<file path="config.mk">
export PLATFORM = sky130hd
export DESIGN_NAME = usb_frame_wr_ctrl
export DESIGN_NICKNAME = d
export VERILOG_FILES = /design/src/rtl/usb_frame_wr_ctrl_pkg.sv /design/src/rtl/usb_frame_wr_ctrl_hdr_decode.sv /design/src/rtl/usb_frame_wr_ctrl.sv
export SDC_FILE = /design/constraint.sdc
export NUM_CORES = 1
export LEC_CHECK = 0
export ABC_AREA = 1
export ABC_CLOCK_PERIOD_IN_PS = 2800
export CAP_MARGIN = 20
export CORE_MARGIN = 2
export CORE_UTILIZATION = 50
export CTS_CLUSTER_SIZE = 25
export DETAILED_ROUTE_END_ITERATION = 6
export HOLD_SLACK_MARGIN = 0.03
export PLACE_DENSITY_LB_ADDON = 0.25
export REMOVE_ABC_BUFFERS = 1
export SYNTH_ARGS = -nofsm -noshare
export SYNTH_HDL_FRONTEND = slang
export SYNTH_SLANG_ARGS = --single-unit
</file>
<file path="constraint.sdc">
create_clock -name clk -period 2.8 [get_ports clk]
set_input_delay 0.28 -clock clk [delete_from_list [all_inputs] [get_ports clk]]
set_output_delay 0.28 -clock clk [all_outputs]
set_load 0.02 [all_outputs]
</file>
<file path="src/rtl/usb_frame_wr_ctrl_pkg.sv">
// Shared constants for the USB frame write controller: header fields, frame sizes, FSM states.
package usb_frame_wr_ctrl_pkg;

  localparam logic [15:0] MAGIC     = 16'hA55A;
  localparam int          CA_WORDS  = 32;
  localparam int          MSG_WORDS = 47;
  localparam int          DELAY_W   = 10;
  localparam int          CNT_W     = 6;

  localparam logic [3:0] TYPE_CA    = 4'd1;
  localparam logic [3:0] TYPE_MSG   = 4'd2;
  localparam logic [3:0] TYPE_DELAY = 4'd3;

  localparam logic [1:0] ST_HUNT    = 2'd0;
  localparam logic [1:0] ST_PAYLOAD = 2'd1;
  localparam logic [1:0] ST_CHECK   = 2'd2;

  function automatic logic [7:0] sat_inc8(input logic [7:0] v);
    return (v == 8'hFF) ? v : v + 8'd1;
  endfunction

endpackage

</file>
<file path="src/rtl/usb_frame_wr_ctrl_hdr_decode.sv">
// Combinational frame header check: magic and type validity, plus type/channel extraction.
module frame_hdr_decode
  import usb_frame_wr_ctrl_pkg::*;
(
  input  logic [31:0] hdr_i,
  output logic        valid_o,
  output logic [3:0]  type_o,
  output logic [2:0]  chan_o
);

  // Bits [11:3] are reserved in the header format.
  logic unused_rsvd;
  assign unused_rsvd = ^hdr_i[11:3];

  assign type_o  = hdr_i[15:12];
  assign chan_o  = hdr_i[2:0];
  assign valid_o = (hdr_i[31:16] == MAGIC) &&
                   ((type_o == TYPE_CA) || (type_o == TYPE_MSG) || (type_o == TYPE_DELAY));

endmodule

</file>
<file path="src/rtl/usb_frame_wr_ctrl.sv">
// Parses framed packets from the USB3 RX FIFO into CA/MSG RAM writes and code-delay registers.
// Optional build macro FRAME_CHECKSUM_EN adds an XOR trailer word and gated delay commit.
module usb_frame_wr_ctrl
  import usb_frame_wr_ctrl_pkg::*;
(
  input  logic               clk,
  input  logic               rst_n,
  input  logic [31:0]        in_data,
  input  logic               in_valid,
  output logic               in_ready,
  output logic [31:0]        data,
  output logic [15:0]        wren,
  output logic [DELAY_W-1:0] delay_ca0,
  output logic [DELAY_W-1:0] delay_ca1,
  output logic [DELAY_W-1:0] delay_ca2,
  output logic [DELAY_W-1:0] delay_ca3,
  output logic [DELAY_W-1:0] delay_ca4,
  output logic [DELAY_W-1:0] delay_ca5,
  output logic [DELAY_W-1:0] delay_ca6,
  output logic [DELAY_W-1:0] delay_ca7,
  output logic               frame_done,
  output logic [7:0]         err_cnt
);

  logic                     ready_q;
  logic [1:0]               state_q, state_d;
  logic [3:0]               typ_q, typ_d;
  logic [2:0]               ch_q, ch_d;
  logic [CNT_W-1:0]         cnt_q, cnt_d;
  logic [31:0]              data_q, data_d;
  logic [15:0]              wren_q, wren_d;
  logic                     done_q, done_d;
  logic [7:0]               err_q, err_d;
  logic [7:0][DELAY_W-1:0]  dly_q, dly_d;
`ifdef FRAME_CHECKSUM_EN
  logic [31:0]              csum_q, csum_d;
  logic [DELAY_W-1:0]       shadow_q, shadow_d;
`endif

  logic       acc;
  logic       hdr_ok;
  logic [3:0] hdr_typ;
  logic [2:0] hdr_ch;
  logic       last_word;

  frame_hdr_decode u_hdr (
    .hdr_i   (in_data),
    .valid_o (hdr_ok),
    .type_o  (hdr_typ),
    .chan_o  (hdr_ch)
  );

  assign acc = in_valid && ready_q;

  // DELAY frames always carry exactly one payload word.
  assign last_word = (typ_q == TYPE_DELAY) ||
                     ((typ_q == TYPE_CA)  && (cnt_q == CNT_W'(CA_WORDS - 1))) ||
                     ((typ_q == TYPE_MSG) && (cnt_q == CNT_W'(MSG_WORDS - 1)));

  always_comb begin
    state_d = state_q;
    typ_d   = typ_q;
    ch_d    = ch_q;
    cnt_d   = cnt_q;
    data_d  = data_q;
    wren_d  = '0;
    done_d  = 1'b0;
    err_d   = err_q;
    dly_d   = dly_q;
`ifdef FRAME_CHECKSUM_EN
    csum_d   = csum_q;
    shadow_d = shadow_q;
`endif
    case (state_q)
      ST_HUNT: begin
        if (acc) begin
          if (hdr_ok) begin
            typ_d   = hdr_typ;
            ch_d    = hdr_ch;
            cnt_d   = '0;
            state_d = ST_PAYLOAD;
`ifdef FRAME_CHECKSUM_EN
            csum_d  = in_data;
`endif
          end else begin
            err_d = sat_inc8(err_q);
          end
        end
      end
      ST_PAYLOAD: begin
        if (acc) begin
          cnt_d = cnt_q + CNT_W'(1);
`ifdef FRAME_CHECKSUM_EN
          csum_d = csum_q ^ in_data;
`endif
          if (typ_q == TYPE_DELAY) begin
`ifdef FRAME_CHECKSUM_EN
            shadow_d = in_data[DELAY_W-1:0];
`else
            dly_d[ch_q] = in_data[DELAY_W-1:0];
`endif
          end else begin
            data_d = in_data;
            wren_d = 16'h0001 << {(typ_q == TYPE_MSG), ch_q};
          end
          if (last_word) begin
`ifdef FRAME_CHECKSUM_EN
            state_d = ST_CHECK;
`else
            done_d  = 1'b1;
            state_d = ST_HUNT;
`endif
          end
        end
      end
`ifdef FRAME_CHECKSUM_EN
      ST_CHECK: begin
        if (acc) begin
          done_d  = 1'b1;
          state_d = ST_HUNT;
          if (in_data == csum_q) begin
            if (typ_q == TYPE_DELAY) dly_d[ch_q] = shadow_q;
          end else begin
            err_d = sat_inc8(err_q);
          end
        end
      end
`endif
      default: state_d = ST_HUNT;
    endcase
  end

  always_ff @(posedge clk or negedge rst_n) begin
    if (!rst_n) begin
      ready_q  <= 1'b0;
      state_q  <= ST_HUNT;
      typ_q    <= '0;
      ch_q     <= '0;
      cnt_q    <= '0;
      data_q   <= '0;
      wren_q   <= '0;
      done_q   <= 1'b0;
      err_q    <= '0;
      dly_q    <= '0;
`ifdef FRAME_CHECKSUM_EN
      csum_q   <= '0;
      shadow_q <= '0;
`endif
    end else begin
      ready_q  <= 1'b1;
      state_q  <= state_d;
      typ_q    <= typ_d;
      ch_q     <= ch_d;
      cnt_q    <= cnt_d;
      data_q   <= data_d;
      wren_q   <= wren_d;
      done_q   <= done_d;
      err_q    <= err_d;
      dly_q    <= dly_d;
`ifdef FRAME_CHECKSUM_EN
      csum_q   <= csum_d;
      shadow_q <= shadow_d;
`endif
    end
  end

  assign in_ready   = ready_q;
  assign data       = data_q;
  assign wren       = wren_q;
  assign frame_done = done_q;
  assign err_cnt    = err_q;
  assign delay_ca0  = dly_q[0];
  assign delay_ca1  = dly_q[1];
  assign delay_ca2  = dly_q[2];
  assign delay_ca3  = dly_q[3];
  assign delay_ca4  = dly_q[4];
  assign delay_ca5  = dly_q[5];
  assign delay_ca6  = dly_q[6];
  assign delay_ca7  = dly_q[7];

endmodule

</file>
==> results.yml <==
outcome:
  status: "finished, final reports clean"
sta:
  slew_violations: 0
  fmax_ghz: 0.4684
  slew_headroom_pct: 48.16
  worst_pin_slew_ns: 0.7757
  min_period_over_period_pct: 76.24
  rsz0062_at_grt: "false"
  finalSetupViolCount: 0
  final_hold_viol_count: 0
  fin_skew_ns: 0.008267
  finalCriticalPeriod_ns: 2.135
  tns_ns: 0
critical_path:
  critPathKind: "reg2reg"
  endpoint_kind: "flip-flop"
  crit_slowest_cell: "nand2_1"
  crit_family: "simple AND/OR/NAND/NOR gates"
  path_buf_inv: 0
  crit_required_ns: 3.07
  max_stage_delay_ns: 0.49
  cp_cell_sequence: "nor3b_4, nand2_4, nor2_4, nand2_1, nand2_1, o21ai_1"
  worstPathArrival_ns: 2.40
  critPathLaunchType: "flip-flop"
  cp_common_cell: "nand2_1"
  cp_max_fo: 20
global_route:
  busiest_layer: "met2"
  use_met1_pct: 32.52
  use_met3_pct: 7.173
  grt_use_total_pct: 26.35
  antenna_found_initial: 0
  grt_pass1_vias: 5202
  grt_max_degree: 62
  grt-ovfl-total: 0
  grt_pass1_wl_mm: 26.16
  gr-usage-met2_pct: 44.35
pwr:
  power.density_mw_per_mm2: 623.0
  vdd_drop_max_uv: 326.5
  power.total_mw: 5.278
  power_leakage_nw: 3.943
yosys:
  netlist.top_cell.by_area: "dfrtp_1"
  synthArstFlopShare_pct: 100.0
  synth_most_common_cell: "nand2_1"
  ys_seq_area_share_pct: 63.47
  ys_seq_elements: 152
  yosys-top-cells-count: "nand2_1 (203), dfrtp_1 (152), o21ai_1 (78), inv_1 (48), nor2_1 (34)"
  avgSynthCellArea_sq_um: 9.350
  syn_area_sq_mm: 0.005993
  synth_ff_type: "dfrtp_1"
  yosysWarnings: 0
  synth-edff-count: 0
  synth.distinct_cells: 25
  syn-instance-count: 641
  yosys-top-cells-area: "dfrtp_1 (63%), nand2_1 (13%), o21ai_1 (6.5%)"
  synth_top_area_share_pct: 63.47
placement:
  dp.cells: 935
  dpl.hpwl_mm: 11.09
  gp_congestion: 0.8517
  port_buffers: 172
route:
  drc: 0
  via_per_inst: 5.347
  first_pass_iters: 5
  drt-total-wl_mm: 16.23
  vias: 5176
  ant_nets: 0
  post_drt_wl_per_cell_microns: 16.77
  first_iter_violations: 465
min_path:
  hold_path.class: "in2async"
finish:
  fin_nets: 850
  drive_gt1_share_pct: 5.818
  stdcell_count: 968
  diodes: 0
  area_growth_pct: 41.36
floorplanning:
  coreArea_sq_mm: 0.01156
  io_pins: 173
  fp.dieW_microns: 113.5
  dieArea_sq_mm: 0.01288
  rows: 39
  initial_core_util_pct: 51.82
  die_h_microns: 113.5
cts:
  cts.clk_slew.worst_paths_ns: 0.06
  post_cts_resize_count: 0
  clk_path_buf_depth: 2
  cts-root-buf: "clkbuf_16"
  cts_htree_levels: 4
  insertion_delay_ns: 0.42
  cts_made_buffers: 17
  cts_tree: "yes"
  cts_sinks: 152
job:
  drv_cap: 0
[area by class of cell]
cell class / instances / area (sq um)
Clock buffer: 19 / 452.9
Clock inverter: 13 / 193.9
Fill cell: 833 / 3093
Inverter: 48 / 180.2
Multi-Input combinational cell: 414 / 1872
Sequential cell: 152 / 3804
Tap cell: 143 / 178.9
Timing Repair Buffer: 179 / 1790
[cell usage in the layout (no fill, tap or decap)]
master,count
bufinv_16,4
clkbuf_8,2
inv_1,48
nand2_4,1
nand3_1,32
buf_6,1
inv_6,2
nor2_4,1
nand2_1,203
or2_2,2
dfrtp_1,152
ha_1,3
conb_1,1
buf_4,5
o21ai_2,2
xnor2_1,1
buf_12,1
nand3_2,1
nor3b_4,1
clkdlybuf4s50_1,171
nand3b_1,1
clkinv_4,5
nand4_1,18
o21ai_0,20
dlygate4sd3_1,1
clkinv_2,1
xor2_1,1
o21ai_1,78
clkbuf_16,17
nor2_2,1
a21oi_1,1
nor2_1,34
nor3_1,12
clkinvlp_4,1
[power breakdown]
part | leakage [nW] | internal, mW | switching (mW)
Combinational | 1.57 | 0.203 | 0.270
Sequential | 2.06 | 2.28 | 0.0730
Clock | 0.314 | 1.55 | 0.899
[routing by layer]
layer | up-vias | wire length, microns
met5 | - | 0
met4 | 0 | 405
met3 | 31 | 1311
met2 | 230 | 8099
met1 | 2510 | 6416
li1 | 2405 | -
[worst reg2reg max path, delay by kind of cell (launching register included)]
family / cells / cell delay, ns
compound gates: 1 / 0.11
simple gates: 5 / 1.45
flops: 1 / 0.43
[metrics by stage]
| stage | setup slack (ns) | util, % | instance area (sq um) | hold WS (ns) |
|---|---|---|---|---|
| final | 0.6652 | 73.26 | 8472 | 0.3804 |
| after global routing | 0.5080 | 73.26 | 8472 | 0.4261 |
| after CTS | 0.6952 | 73.26 | 8472 | 0.3911 |
| after detailed placement | 0.4082 | 67.58 | 7815 | 0.2590 |
| after global placement | 0.5397 | 67.58 | 7815 | 0.2517 |
| after floorplan | 0.5195 | - | 5856 | -0.01559 |
[logic make-up (layout without fill, tap and decap cells)]
family | Yosys count | count (layout) | synth area share, %
compound gates | 101 | 101 | 8.559
xor+xnor | 2 | 2 | 0.2923
fa+ha+maj | 3 | 3 | 0.6264
buf+inv | 75 | 259 | 5.303
flops | 152 | 152 | 63.47
other cells | 1 | 1 | 0.06257
simple gates | 307 | 307 | 21.69
[worst paths after layout]
path                                  start      endpoint  slack (ns)  cells past startpoint
worst max-delay path               typ_q[3]  delay_ca4[9]        0.67                      6
worst min-delay path                  rst_n  delay_ca6[6]        0.38                      2
worst max register to register     typ_q[3]  delay_ca4[9]        0.67                      6
worst min register to register     data[26]      data[26]        0.47                      2
max in group asynchronous             rst_n       data[3]        1.51                      3
min in group clk                in_data[11]      data[11]        0.43                      3
[registers in the layout (all words and copies together), names as in the netlist]
| name | flops |
|---|---|
| delay_ca7 | 10 |
| delay_ca1 | 10 |
| delay_ca4 | 10 |
| delay_ca6 | 10 |
| frame_done | 1 |
| delay_ca3 | 10 |
| delay_ca0 | 10 |
| cnt_q | 6 |
| delay_ca5 | 10 |
| wren | 16 |
| data | 32 |
| state_q | 1 |
| ch_q | 3 |
| delay_ca2 | 10 |
| typ_q | 4 |
| err_cnt | 8 |
| in_ready | 1 |
[what timing repair did]
| action | 4_1_cts | 5_1_grt |
|---|---|---|
| endpoints found under the hold margin | 51 | 0 |
| buffers inserted | 0 | 0 |
| endpoints found under the setup margin | 0 | 0 |
| hold buffers | 1 | 0 |
No activity file was read; power rests on OpenSTA's default activity.
